## src/rtl/id_ex_stage.sv

```systemverilog
// ID/EX pipeline register.
// Captures decoder control, operands, immediate, PC and register indices for
// the EX stage. Detects load-use hazards against the instruction currently in
// EX, stalls IF/ID and inserts a bubble when one is found. A redirect from EX
// (flush) kills the decoding instruction. A saturating counter records every
// bubble inserted because of a load-use hazard.
module id_ex_stage #(
   parameter int XLEN      = 32,
   parameter int ALU_CTL_W = 4,
   parameter int CNT_W     = 16
) (
   input  logic                 i_clk,
   input  logic                 i_rst,
   input  logic                 i_id_valid,
   input  logic [XLEN-1:0]      i_id_pc,
   input  logic [4:0]           i_id_rs1,
   input  logic [4:0]           i_id_rs2,
   input  logic [4:0]           i_id_rd,
   input  logic                 i_id_uses_rs1,
   input  logic                 i_id_uses_rs2,
   input  logic [XLEN-1:0]      i_id_rs1_data,
   input  logic [XLEN-1:0]      i_id_rs2_data,
   input  logic [XLEN-1:0]      i_id_imm,
   input  logic                 i_id_mem_rd,
   input  logic                 i_id_mem_wr,
   input  logic                 i_id_mem_to_reg,
   input  logic                 i_id_reg_wr,
   input  logic                 i_id_alu_src1,
   input  logic                 i_id_alu_src2,
   input  logic [ALU_CTL_W-1:0] i_id_alu_ctl,
   input  logic [2:0]           i_id_rw_type,
   input  logic                 i_flush,
   input  logic                 i_ex_hold,
   output logic                 o_stall,
   output logic                 o_ex_valid,
   output logic [XLEN-1:0]      o_ex_pc,
   output logic [4:0]           o_ex_rs1,
   output logic [4:0]           o_ex_rs2,
   output logic [4:0]           o_ex_rd,
   output logic                 o_ex_uses_rs1,
   output logic                 o_ex_uses_rs2,
   output logic [XLEN-1:0]      o_ex_rs1_data,
   output logic [XLEN-1:0]      o_ex_rs2_data,
   output logic [XLEN-1:0]      o_ex_imm,
   output logic                 o_ex_mem_rd,
   output logic                 o_ex_mem_wr,
   output logic                 o_ex_mem_to_reg,
   output logic                 o_ex_reg_wr,
   output logic                 o_ex_alu_src1,
   output logic                 o_ex_alu_src2,
   output logic [ALU_CTL_W-1:0] o_ex_alu_ctl,
   output logic [2:0]           o_ex_rw_type,
   output logic [CNT_W-1:0]     o_bubble_cnt
);

   // All captured fields travel as one bus so a bubble is a single all-zero load.
   localparam int BUS_W = 1 + 4 * XLEN + 15 + 2 + 6 + ALU_CTL_W + 3;

   logic [BUS_W-1:0] w_id_bus;
   logic [BUS_W-1:0] r_ex_bus;
   logic [CNT_W-1:0] r_bubble_cnt;
   logic             w_rs1_match;
   logic             w_rs2_match;
   logic             w_haz;
   logic             w_kill;
   logic             w_cnt_max;

   assign w_id_bus = {i_id_valid, i_id_pc, i_id_rs1, i_id_rs2, i_id_rd,
                      i_id_uses_rs1, i_id_uses_rs2, i_id_rs1_data, i_id_rs2_data,
                      i_id_imm, i_id_mem_rd, i_id_mem_wr, i_id_mem_to_reg,
                      i_id_reg_wr, i_id_alu_src1, i_id_alu_src2, i_id_alu_ctl,
                      i_id_rw_type};

   assign {o_ex_valid, o_ex_pc, o_ex_rs1, o_ex_rs2, o_ex_rd,
           o_ex_uses_rs1, o_ex_uses_rs2, o_ex_rs1_data, o_ex_rs2_data,
           o_ex_imm, o_ex_mem_rd, o_ex_mem_wr, o_ex_mem_to_reg,
           o_ex_reg_wr, o_ex_alu_src1, o_ex_alu_src2, o_ex_alu_ctl,
           o_ex_rw_type} = r_ex_bus;

   assign o_bubble_cnt = r_bubble_cnt;

   // Load-use hazard: a valid load in EX whose destination (not x0) is read by ID.
   // A bubble has ex_valid=0 and ex_mem_rd=0, so it can never raise a hazard.
   assign w_rs1_match = i_id_uses_rs1 & (i_id_rs1 == o_ex_rd);
   assign w_rs2_match = i_id_uses_rs2 & (i_id_rs2 == o_ex_rd);
   assign w_haz       = o_ex_valid & o_ex_mem_rd & (o_ex_rd != 5'd0) & i_id_valid
                        & (w_rs1_match | w_rs2_match);

   // A flush overrides the hazard: the dependent instruction is dead anyway,
   // so IF/ID must not be held for it.
   assign o_stall   = i_ex_hold | (w_haz & ~i_flush);
   assign w_kill    = i_flush | w_haz;
   assign w_cnt_max = &r_bubble_cnt;

   // Pipeline register: freeze on hold, bubble on flush/hazard, otherwise capture ID.
   always_ff @(posedge i_clk or posedge i_rst) begin
      if (i_rst) begin
         r_ex_bus <= '0;
      end else if (!i_ex_hold) begin
         r_ex_bus <= w_kill ? '0 : w_id_bus;
      end
   end

   // Count hazard bubbles only; flush bubbles and held cycles are not counted.
   always_ff @(posedge i_clk or posedge i_rst) begin
      if (i_rst) begin
         r_bubble_cnt <= '0;
      end else if (!i_ex_hold && !i_flush && w_haz && !w_cnt_max) begin
         r_bubble_cnt <= r_bubble_cnt + {{(CNT_W-1){1'b0}}, 1'b1};
      end
   end

endmodule

```

## config.mk

```make
export PLATFORM = sky130hd
export DESIGN_NAME = id_ex_stage
export DESIGN_NICKNAME = d
export VERILOG_FILES = /design/src/rtl/id_ex_stage.sv
export SDC_FILE = /design/constraint.sdc
export NUM_CORES = 1
export LEC_CHECK = 0
export BUFFER_PORTS_ARGS = -buffer_cell sky130_fd_sc_hd__buf_4
export CAP_MARGIN = 20
export CORE_AREA = 2 2 132 134
export CTS_CLUSTER_DIAMETER = 100
export CTS_CLUSTER_SIZE = 25
export DETAILED_ROUTE_END_ITERATION = 7
export DIE_AREA = 0 0 134 136
export HOLD_SLACK_MARGIN = 0.15
export PLACE_DENSITY = 0.8
export SYNTH_ARGS = -nofsm -noshare
export SYNTH_HDL_FRONTEND = slang
export SYNTH_SLANG_ARGS = --single-unit
```

## constraint.sdc

```tcl
create_clock -name i_clk -period 10.82 [get_ports i_clk]
set_clock_uncertainty 0.05 [all_clocks]
set_input_delay 2.164 -clock i_clk [delete_from_list [all_inputs] [get_ports i_clk]]
set_output_delay 2.164 -clock i_clk [all_outputs]
set_load 0.02 [all_outputs]
```

==> reports/results.tsv <==
metric	value	unit
root_buffer	clkbuf_16	
fmax	147	MHz
synth-seq-area-share	64.1	%
cts_sinks	175	
post-cts-setup-buffer-count	0	
final_cells	1018	
yosysMostFrequentCell	dfrtp_1	
dpl_cell_area	9410	um^2
fin_area	9970	um^2
synth_top_area_share	64.1	%
cts-resized-gates	0	
pwr_density_cell	157	nW/um^2
ys_types	26	
numPortBuffers	338	
setup_viol	0	
synth_edf_count	0	
ys_warn_count	0	
slew_headroom	36.8	%
critPathMaxStageDelay	0.62	ns
vias	5747	
async_reset_ff_share	100	%
ios	339	
reg2reg_to	r_ex_bus[69]	
fin_crit_sh	62.8	%
r2r_start	r_ex_bus[115]	
cts_made_buffers	17	
layout-drive-gt1-share	47.9	%
area_growth	46.0	%
diodes	0	
slew_violations	0	
status	completed	
cts_htree_levels	4	
crit_chain	buf_4, xnor2_1, nand4_1, o22ai_2, nand2b_4, o21bai_1, buf_4	
cp_max_fo	73	
crit_path_end	o_stall	
setup_tns	0	ns
vias_per_cell	5.65	
clkTransAtPathRegs	0.07	ns
whs_path_depth	1	
synthCells	472	
crit_path_end_kind	output port	
required	8.61	ns
post-place-ws	4.04	ns
clk_path_buf_depth	2	
grt_max_degree	100	
drtAntennaViolNets	0	
first_global_vias	5644	
avgRoutedWirePerCell	20.0	um
start_kind	input port	
critPathSlowestCell	o22ai_2	
gr-usage-all-layers	21.7	%
fp-row-count	48	
synthFlopType	dfrtp_1	
synth_top_cell_by_area	dfrtp_1	
grt_pass1_wl	30900	um
start_util	40.5	%
synth_nets	636	
critical_path.most_common_cell	buf_4	
ys_seq_elements	175	
grt_overflow	0	
cts_hold_buf	0	
die_h	136	um
reg2reg_depth	6	
gp_congestion	0.836	
dieArea	18200	um^2
rsz0062_at_grt	no	
netlist_area	6830	um^2
layout_min_cycle_time	6.79	ns
syn_area_per_cell	14.5	um^2
cts_tree	built	
vdd_drop_max	0.000115	V
synth.area.top_cells	dfrtp_1 64%, a32o_1 23%, xnor2_1 3.2%, clkbuf_1 2.0%, buf_6 1.8%	
finalCoreUtilization	59.1	%
wirelength	20400	um
p_leak	0.00478	uW
reg2reg_slack	7.29	ns
worstMarginPinSlew	0.948	ns
drtPass1Iterations	5	
drt-initial-drc-count	520	
die_width	134	um
drc	0	
startpoint	i_id_rs2[4]	
fin_nets	945	
worst_slack	4.03	ns
dp_cells	986	
antenna_found_initial	0	
dpl.hpwl	13700	um
final_hold_viol_count	0	
drv_cap	0	
worstPathArrival	4.58	ns
clk_latency	0.41	ns
core	16900	um^2
critPathKind	in2out	
synthTopCellsByCount	175 x dfrtp_1, 159 x a32o_1, 36 x clkbuf_1	
min_path_type	reg2reg	
[power breakdown]
part	total (uW)	internal (uW)	switching, uW
clock	562	297	265
sequential	729	700	29.5
combinational	275	134	140
[through the flow]
stage | total power, uW | hold slack (ns)
floorplan | 869 | 0.550
global placement | 1010 | 0.423
detailed placement | 1020 | 0.431
CTS | 1580 | 0.446
global route | 1630 | 0.452
finish | 1570 | 0.440
[area by class of cell]
class	instances	area (um^2)
fillers	1361	6910
flip-flops and latches	175	4380
repair buffers	344	2600
multi-input cells	242	2160
clock buffers	18	429
well taps	225	282
clock inverters	13	106
inverters	1	8.76
[critical path, delay by kind of cell]
kind / cells / cell delay [ns]
buffers and inverters: 2 / 0.30
AND/OR/NAND/NOR: 2 / 0.85
AO/OA/AOI/OAI: 2 / 0.95
XOR/XNOR: 1 / 0.32
[cell families after synthesis]
group | share of synthesized area [%]
adder cells (fa/ha/maj) | 0.183
AND/OR/NAND/NOR | 4.09
flip-flops | 64.1
multiplexers | 0.165
buffers and inverters | 4.36
AO/OA/AOI/OAI | 23.9
XOR/XNOR | 3.21
[metal layers]
| layer | track usage, % | share of wire, % |
|---|---|---|
| met5 | 0 | 0 |
| met4 | 5.97 | 1.3 |
| met3 | 5.93 | 6.2 |
| met2 | 34.9 | 51 |
| met1 | 29.0 | 41 |
[cell usage in the layout, fill, tap and decap left out, drive strengths merged, types with 3 or more instances in the layout]
cell type  synthesis  final
nand3b             3      3
xnor2             25     25
clkinvlp           0      3
and3               7      7
clkbuf            36     18
dfrtp            175    175
inv                1      5
buf               18    344
nor3               3      3
clkinv             0      6
nand4              6      6
nand2              9      9
nor2               7      7
a32o             159    159
nand3             12     12
[how the worst min path moves through the flow]
stage | startpoint | end | slack, ns
CTS | r_ex_bus[55] | r_ex_bus[55] | 0.45
global route | r_ex_bus[68] | r_ex_bus[68] | 0.45
floorplan | o_bubble_cnt[15] | o_bubble_cnt[15] | 0.55
detailed placement | r_ex_bus[71] | r_ex_bus[71] | 0.43
finish | r_ex_bus[103] | r_ex_bus[103] | 0.44
global placement | r_ex_bus[75] | r_ex_bus[75] | 0.42
[flip-flops by register name, summed over array words and instances, names as in the netlist]
signal and cells:
o_bubble_cnt 16, r_ex_bus 159
(Power assumes the default switching activity.)
